===== config.mk =====
export PLATFORM = sky130hd
export DESIGN_NAME = fc_writeback_engine
export DESIGN_NICKNAME = d
export VERILOG_FILES = /design/src/rtl/fc_writeback_engine.sv
export SDC_FILE = /design/constraint.sdc
export NUM_CORES = 1
export LEC_CHECK = 0
export CORE_ASPECT_RATIO = 1.75
export CORE_MARGIN = 2
export CORE_UTILIZATION = 60
export CTS_CLUSTER_SIZE = 25
export DETAILED_ROUTE_END_ITERATION = 10
export PLACE_DENSITY = 0.86
export SYNTH_ARGS = -nofsm -noshare
export SYNTH_HDL_FRONTEND = slang
export SYNTH_SLANG_ARGS = --single-unit

===== constraint.sdc =====
create_clock -name clk_i -period 13.3 [get_ports clk_i]
set_clock_uncertainty 0.15 [all_clocks]
set_input_delay 2.66 -clock clk_i [delete_from_list [all_inputs] [get_ports clk_i]]
set_output_delay 2.66 -clock clk_i [all_outputs]
set_load 0.1 [all_outputs]

===== src/rtl/fc_writeback_engine.sv =====
// ============================================================================
// Module      : fc_writeback_engine
// Description : Serial-MAC fully-connected sequencer. It fetches the input and
//               bias words through the register-file read port and writes the
//               saturated, packed result back with per-byte positivity tags.
//               Optional macro FC_RELU_EN clamps negative results to zero.
// Revision    : 1.0 - initial release
// ============================================================================
`default_nettype none

module fc_writeback_engine #(
    parameter int FC_BITWIDTH    = 8,
    parameter int FC_INPUT_SIZE  = 4,
    parameter int FC_OUTPUT_SIZE = 2,
    parameter int ACC_WIDTH      = 20
) (
    input  logic                                                 clk_i,
    input  logic                                                 reset,
    input  logic                                                 start_i,
    input  logic [4:0]                                           src_addr_i,
    input  logic [4:0]                                           bias_addr_i,
    input  logic [4:0]                                           dst_addr_i,
    output logic [4:0]                                           op_address_o,
    input  logic [31:0]                                          reg_i,
    input  logic [FC_BITWIDTH*FC_INPUT_SIZE*FC_OUTPUT_SIZE-1:0]  weight_matrix_i,
    output logic [4:0]                                           RDaddr_o,
    output logic [31:0]                                          RDdata_o,
    output logic                                                 RegWrite_o,
    output logic [3:0]                                           is_pos_o,
    output logic                                                 busy_o,
    output logic                                                 done_o
);

    localparam int c_BW   = FC_BITWIDTH;
    localparam int c_WM_W = FC_BITWIDTH * FC_INPUT_SIZE * FC_OUTPUT_SIZE;
    localparam int c_IW   = (FC_INPUT_SIZE > 1) ? $clog2(FC_INPUT_SIZE) : 1;
    localparam int c_JW   = (FC_OUTPUT_SIZE > 1) ? $clog2(FC_OUTPUT_SIZE) : 1;

    localparam logic [c_IW-1:0] c_I_LAST = c_IW'(FC_INPUT_SIZE - 1);
    localparam logic [c_JW-1:0] c_J_LAST = c_JW'(FC_OUTPUT_SIZE - 1);

    localparam logic signed [ACC_WIDTH-1:0] c_SAT_MAX = ACC_WIDTH'(2 ** (FC_BITWIDTH - 1) - 1);
    localparam logic signed [ACC_WIDTH-1:0] c_SAT_MIN = ACC_WIDTH'(-(2 ** (FC_BITWIDTH - 1)));

    typedef enum logic [2:0] {
        S_IDLE       = 3'd0,
        S_FETCH_IN   = 3'd1,
        S_FETCH_BIAS = 3'd2,
        S_MAC        = 3'd3,
        S_WRITE      = 3'd4,
        S_DONE       = 3'd5
    } state_t;

    state_t                        state_q, state_d;
    logic [4:0]                    src_q, src_d;
    logic [4:0]                    bias_addr_q, bias_addr_d;
    logic [4:0]                    dst_q, dst_d;
    logic [c_WM_W-1:0]             wt_q, wt_d;
    logic [31:0]                   vec_q, vec_d;
    logic [31:0]                   bias_q, bias_d;
    logic signed [ACC_WIDTH-1:0]   acc_q, acc_d;
    logic [c_IW-1:0]               i_q, i_d;
    logic [c_JW-1:0]               j_q, j_d;
    logic [31:0]                   res_q, res_d;
    logic [3:0]                    tag_q, tag_d;

    logic signed [c_BW-1:0]        x_sel;
    logic signed [c_BW-1:0]        w_sel;
    logic signed [c_BW-1:0]        b_sel;
    logic signed [2*c_BW-1:0]      prod;
    logic signed [ACC_WIDTH-1:0]   acc_base;
    logic signed [ACC_WIDTH-1:0]   sum;
    logic [c_BW-1:0]               sat_byte;
    logic                          sum_pos;

    // Operand selection for the current (row j, element i) MAC step.
    always_comb begin
        x_sel = '0;
        w_sel = '0;
        b_sel = '0;
        for (int k = 0; k < FC_INPUT_SIZE; k++) begin
            if (int'(i_q) == k) x_sel = vec_q[k*c_BW +: c_BW];
        end
        for (int jj = 0; jj < FC_OUTPUT_SIZE; jj++) begin
            if (int'(j_q) == jj) b_sel = bias_q[31-c_BW*jj -: c_BW];
            for (int k = 0; k < FC_INPUT_SIZE; k++) begin
                if (int'(j_q) == jj && int'(i_q) == k)
                    w_sel = wt_q[((FC_OUTPUT_SIZE-1-jj)*FC_INPUT_SIZE + k)*c_BW +: c_BW];
            end
        end
        prod     = x_sel * w_sel;
        acc_base = (i_q == '0) ? {{(ACC_WIDTH-c_BW){b_sel[c_BW-1]}}, b_sel} : acc_q;
        sum      = acc_base + {{(ACC_WIDTH-2*c_BW){prod[2*c_BW-1]}}, prod};
        sum_pos  = !sum[ACC_WIDTH-1] && (sum != '0);
        if (sum > c_SAT_MAX)
            sat_byte = c_SAT_MAX[c_BW-1:0];
        else if (sum < c_SAT_MIN)
            sat_byte = c_SAT_MIN[c_BW-1:0];
        else
            sat_byte = sum[c_BW-1:0];
`ifdef FC_RELU_EN
        if (sum[ACC_WIDTH-1]) sat_byte = '0;
`endif
    end

    always_comb begin
        state_d      = state_q;
        src_d        = src_q;
        bias_addr_d  = bias_addr_q;
        dst_d        = dst_q;
        wt_d         = wt_q;
        vec_d        = vec_q;
        bias_d       = bias_q;
        acc_d        = acc_q;
        i_d          = i_q;
        j_d          = j_q;
        res_d        = res_q;
        tag_d        = tag_q;
        op_address_o = '0;
        RDaddr_o     = '0;
        RDdata_o     = '0;
        RegWrite_o   = 1'b0;
        is_pos_o     = '0;
        done_o       = 1'b0;
        busy_o       = (state_q != S_IDLE);

        case (state_q)
            S_IDLE: begin
                if (start_i) begin
                    src_d       = src_addr_i;
                    bias_addr_d = bias_addr_i;
                    dst_d       = dst_addr_i;
                    wt_d        = weight_matrix_i;
                    i_d         = '0;
                    j_d         = '0;
                    state_d     = S_FETCH_IN;
                end
            end
            S_FETCH_IN: begin
                op_address_o = src_q;
                vec_d        = reg_i;
                state_d      = S_FETCH_BIAS;
            end
            S_FETCH_BIAS: begin
                op_address_o = bias_addr_q;
                bias_d       = reg_i;
                state_d      = S_MAC;
            end
            S_MAC: begin
                acc_d = sum;
                if (i_q == c_I_LAST) begin
                    i_d = '0;
                    for (int jj = 0; jj < FC_OUTPUT_SIZE; jj++) begin
                        if (int'(j_q) == jj) begin
                            res_d[jj*c_BW +: c_BW] = sat_byte;
                            tag_d[jj]              = sum_pos;
                        end
                    end
                    if (j_q == c_J_LAST) begin
                        j_d     = '0;
                        state_d = S_WRITE;
                    end else begin
                        j_d = j_q + c_JW'(1);
                    end
                end else begin
                    i_d = i_q + c_IW'(1);
                end
            end
            S_WRITE: begin
                RegWrite_o = 1'b1;
                RDaddr_o   = dst_q;
                RDdata_o   = res_q;
                is_pos_o   = tag_q;
                state_d    = S_DONE;
            end
            S_DONE: begin
                done_o  = 1'b1;
                state_d = S_IDLE;
            end
            default: state_d = S_IDLE;
        endcase
    end

    always_ff @(posedge clk_i) begin
        if (reset) begin
            state_q     <= S_IDLE;
            src_q       <= '0;
            bias_addr_q <= '0;
            dst_q       <= '0;
            wt_q        <= '0;
            vec_q       <= '0;
            bias_q      <= '0;
            acc_q       <= '0;
            i_q         <= '0;
            j_q         <= '0;
            res_q       <= '0;
            tag_q       <= '0;
        end else begin
            state_q     <= state_d;
            src_q       <= src_d;
            bias_addr_q <= bias_addr_d;
            dst_q       <= dst_d;
            wt_q        <= wt_d;
            vec_q       <= vec_d;
            bias_q      <= bias_d;
            acc_q       <= acc_d;
            i_q         <= i_d;
            j_q         <= j_d;
            res_q       <= res_d;
            tag_q       <= tag_d;
        end
    end

endmodule

`default_nettype wire

* Word-level counts from Yosys, hierarchy flattened
Index checks and enable logic that the tools add are counted.
** Word-level totals
- Register bits :: 187
- Input bits :: 114
- Output and inout port bits :: 49
- Logic and storage cells :: 89
** Operators by class
- $add $sub $neg :: 3
- $mul :: 1
- Magnitude comparators :: 2
- Equal/unequal tests :: 12
- Mux-type cells :: 33
- Bitwise gates (word level) :: 2
- Reduce and logical (&&, ||, !) cells :: 22
** Operators with widths (number)
- $mux W8 :: 15
- $add A20 B20 Y20 :: 1
- $gt A20 B8 Y1 const B :: 1
- $lt A20 B8 Y1 const B :: 1
- $mux W20 :: 1
- $reduce_bool A20 Y1 :: 1
- $mul A8 B8 Y16 :: 1
- $mux W16 :: 1
- $pmux W3 S5 :: 1
- $reduce_and A3 Y1 :: 4
- $pmux W5 S2 :: 1
- $logic_and A1 B1 Y1 :: 9
- $mux W3 :: 3
- $eq A2 B2 Y1 const B :: 3
- $eq A3 B2 Y1 const B :: 2
- $eq A3 B3 Y1 const B :: 2
- $mux W2 :: 3
- $ne A2 B2 Y1 const B :: 3
- $mux W1 :: 5
- $mux W5 :: 1
- $logic_not A2 Y1 :: 2
- $pmux W2 S2 :: 1
- $reduce_and A2 Y1 :: 2
- $eq A3 B1 Y1 const B :: 1
- 9 further kinds :: 10

* Logic depth before layout (Yosys ltp)
- Depth after elaboration :: 15
- Gate-level depth with buffers :: 41
- Gate-level depth less buffers :: 38

* Worst setup path before layout
No wires, ideal clock.
- Path kind :: reg-to-reg
- From :: reg i_q[0]
- To :: reg res_q[2]
- Library setup time :: 0.086 ns
- Arrival :: 8.029 ns
- Required time :: 13.064 ns
- Path slack :: 5.035 ns
- Stages on the path, launching flop included :: 39
- Path buffers :: 3
- Clock period less this slack :: 8.265 ns
- Cell sequence :: dfxtp_1 inv_1 ha_1 clkbuf_1 clkbuf_1 nand2_1 o21ai_0 a22oi_1 o211ai_1 o21ai_0 nand2_1 o21ai_1 or2_2 fa_1 fa_1 inv_1 fa_1 inv_1 [3 not listed] a21oi_1 o21bai_1 a21oi_1 o21bai_1 a21oi_1 o21bai_1 a21oi_1 xnor2_1 ha_1 clkbuf_1 o2111ai_1 o22ai_1 or3b_4 a2111oi_2 nand4_1 nor4_4 o21ai_1 a211oi_1
** Between the ends
- Longest elaborated chain between the ends :: 15
- Elaborated cells on any way between the ends :: 34
- Those cells by class :: add/sub (1); mul (1); order compare (2); eq/ne (4); mux (15); reduce/logical (11)
** Ends and longest elaborated chain
- start: declaration :: RTL line 62 : logic [c_IW-1:0] i_q, i_d;
- start signal: assignment :: RTL line 207 : i_q <= i_d;
- $logic_not A2 Y1 :: RTL line 82, 87
- $logic_and A1 B1 Y1 :: RTL line 87 : if (int'(j_q) == jj && int'(i_q) == k)
- $mux W8 (8 in series) :: RTL line 87
- $mul A8 B8 Y16 :: RTL line 91 : prod = x_sel * w_sel;
- $add A20 B20 Y20 :: RTL line 93 : sum = acc_base + {{(ACC_WIDTH-2*c_BW){prod[2*c_BW-1]}}, prod};
- $lt A20 B8 Y1 :: RTL line 97 : else if (sum < c_SAT_MIN)
- $mux W8 :: RTL line 97
- $mux W8 :: RTL line 95 : if (sum > c_SAT_MAX)
- end signal: assignment :: RTL line 209 : res_q <= res_d;
- end: declaration :: RTL line 64 : logic [31:0] res_q, res_d;
Parallel ways exist; a longest one is shown, timed or not.
A chain may end at the register's enable or synchronous reset.

* Worst setup path after layout
- From :: reg i_q[0]
- To :: reg res_q[3]
Same word-level chain as after synthesis.

==> results.sh <==
export IMPL_status="finished clean"
export IMPL_cp_arrival_ns=10.17
export IMPL_hp_class="flop to flop"
export IMPL_clkLatencyLatePin_ns=0.44
export IMPL_cp_slowest_cell="xnor2_1"
export IMPL_cts_tree="built"
export IMPL_grt_pass1_wl_microns=49400
export IMPL_required_ns=13.49
export IMPL_crit_top_cell="a21oi_1"
export IMPL_antenna_left=0
export IMPL_post_place_cells=1814
export IMPL_io_buffer_count=144
export IMPL_yosysWarnings=0
export IMPL_drt_iter0_drc=619
export IMPL_antenna_found_initial=1
export IMPL_power_frac_clock_pct=35.2
export IMPL_finalSetupViolCount=0
export IMPL_synthesis_area_sq_um=11200
export IMPL_route_detailed_wl_per_inst_microns=16.4
export IMPL_routed_wl_microns=30200
export IMPL_place_hpwl_microns=22400
export IMPL_dr_pass1_iters=5
export IMPL_num_rows=66
export IMPL_holdWs_ns=0.303
export IMPL_cts_buffers=17
export IMPL_cp_start_kind="flop"
export IMPL_yosysUniqueCellTypes=63
export IMPL_area_growth_syn_to_layout_pct=17.4
export IMPL_rrSetupSlack_ns=3.32
export IMPL_grt_pass1_vias=10400
export IMPL_p_sw_w=0.000426
export IMPL_dieArea_sq_um=19900
export IMPL_p_seq_share_pct=40.8
export IMPL_overflow=0
export IMPL_cp_top_family="compound AO/OA/AOI/OAI gates"
export IMPL_start_util_pct=60.7
export IMPL_fin_setup_tns_ns=0
export IMPL_drc=0
export IMPL_rsz0062_at_grt="false"
export IMPL_slowest_delay_ns=0.92
export IMPL_p_sw_share_pct=31.3
export IMPL_die_w_microns=107
export IMPL_p_leak_nw=5.37
export IMPL_grt_usage_pct=31.4
export IMPL_core_area_sq_um=18500
export IMPL_crit_fanout=52
export IMPL_synth_edf_count=0
export IMPL_criticalPathCategory="flop to flop"
export IMPL_ys_seq_area_share_pct=30.5
export IMPL_yosysMostFrequentCell="nand2_1"
export IMPL_pin_count=163
export IMPL_htreeDepth=4
export IMPL_max_slew_margin_pct=20.7
export IMPL_nNetsFinal=1817
export IMPL_fmax_ghz=0.100
export IMPL_total_power_w=0.00136
export IMPL_viasPerCell=5.68
export IMPL_cts_num_sinks=171
export IMPL_synthTopCellsByCount="nand2_1 (360), a21oi_1 (219), dfxtp_1 (171), nor2_1 (149), inv_1 (102)"
export IMPL_grt_max_degree=106
export IMPL_routabilityCongestion=0.922
export IMPL_clk_pin_slew_ns=0.07
export IMPL_vdd_ir_drop_max_v=0.000105
export IMPL_cts_root_buffer="clkbuf_16"
export IMPL_synth_largest_area_cell="dfxtp_1"
export IMPL_vias=10500
export IMPL_cts_setup_buffers=0
export IMPL_hold_viol=0
export IMPL_drive_gt1_share_pct=4.17
export IMPL_cts_resized=0
export IMPL_final_cells=1845
export IMPL_synth_top_cells_by_area="dfxtp_1 (30%), nand2_1 (12%), fa_1 (10%)"
export IMPL_slew_violations=0
export IMPL_fin_crit_ns=9.98
export IMPL_syn_inst=1517
export IMPL_clk_path_buf_depth=2
export IMPL_share_comb_of_total_power_pct=24.0
export IMPL_pwr_density_cell_nw_per_um2=103
export IMPL_yosys_register_bits=171
export IMPL_timing_final_crit_share_pct=75.0
export IMPL_synth_top_area_share_pct=30.5
export IMPL_maxCapViolCount=0
export IMPL_cts_hold_buf=0
export IMPL_p_int_w=0.000935
export IMPL_synth_flop_cell="dfxtp_1"
export IMPL_worst_path_buf_inv=5
export IMPL_cp_end_kind="flop"
export IMPL_async_reset_ff_share_pct=0
export IMPL_max_slew_worst_pin_slew_ns=1.18
export IMPL_fp_dieH_microns=185
export IMPL_postSynthAreaPerCell_sq_um=7.41
==> metal layers <==
layer	up-vias	track usage, %	part of all wire (%)
met3	100	4.43	4.2
met5	-	0	0
met1	4912	32.9	36
met4	0	17.7	5.4
met2	347	58.9	55
li1	5115	-	-
==> state kept, by name, summed over array words and instances, names as in the netlist <==
name         flops
acc_q           20
bias_addr_q      5
bias_q          16
dst_q            5
i_q              2
j_q              1
res_q           16
src_q            5
state_q          3
tag_q            2
vec_q           32
wt_q            64
==> tightest hold or removal path, cell delays in order (launching register included) <==
cell and delay, ns:
dfxtp_1 0.31, nand2_1 0.05, a21oi_1 0.05
==> worst paths after layout <==
check                           cells after the start    endpoint       start
worst max-delay path                               36    res_q[3]      i_q[0]
worst min register to register                      2  bias_q[25]  bias_q[25]
worst min-delay path                                2  bias_q[25]  bias_q[25]
worst max register to register                     36    res_q[3]      i_q[0]
==> power groups by stage <==
stage | clock [W] | sequential [W] | combinational (W)
6_report | 0.000479 | 0.000554 | 0.000327
5_1_grt | 0.000501 | 0.000557 | 0.000359
4_1_cts | 0.000481 | 0.000554 | 0.000324
3_5_place_dp | 0 | 0.000565 | 0.000322
3_3_place_gp | 0 | 0.000564 | 0.000316
2_1_floorplan | 0 | 0.000560 | 0.000237
==> area by class of cell <==
cell class | instances | area (sq um)
Timing Repair Buffer | 155 | 1520
Inverter | 102 | 383
Multi-Input combinational cell | 1148 | 7010
Clock buffer | 22 | 454
Antenna cell | 1 | 2.50
Fill cell | 1502 | 5310
Tap cell | 238 | 298
Sequential cell | 171 | 3420
Clock inverter | 8 | 96.3
==> cell usage in the layout, fill, tap and decap left out, drive strengths merged, types with 26 or more instances in the layout <==
master,count
dfxtp,171
clkdlybuf4s50,143
and3,26
ha,51
fa,57
nand2,360
o21ai,53
a21oi,220
nor2,149
inv,102
==> through the flow <==
stage / util, % / cell area, sq um / worst slack (ns)
floorplan: - / 11300 / 5.04
global placement: 68.3 / 12600 / 3.79
detailed placement: 68.3 / 12600 / 3.51
CTS: 71.3 / 13200 / 3.44
global route: 71.3 / 13200 / 2.61
finish: 71.3 / 13200 / 3.32
==> cells by family (layout without fill, tap and decap cells) <==
logic type                 Yosys count  in the layout  share of synthesized area, %
other                                1             19                        0.0334
adders and majority gates          108            108                          15.8
buffers and inverters              215            287                          7.85
muxes                               13             13                          1.17
DFF                                171            171                          30.5
AOI/OAI and AO/OA                  372            372                          19.5
and+or+nand+nor                    609            609                          23.0
xor gates and xnor gates            28             28                          2.18
(Power assumes the default switching activity.)
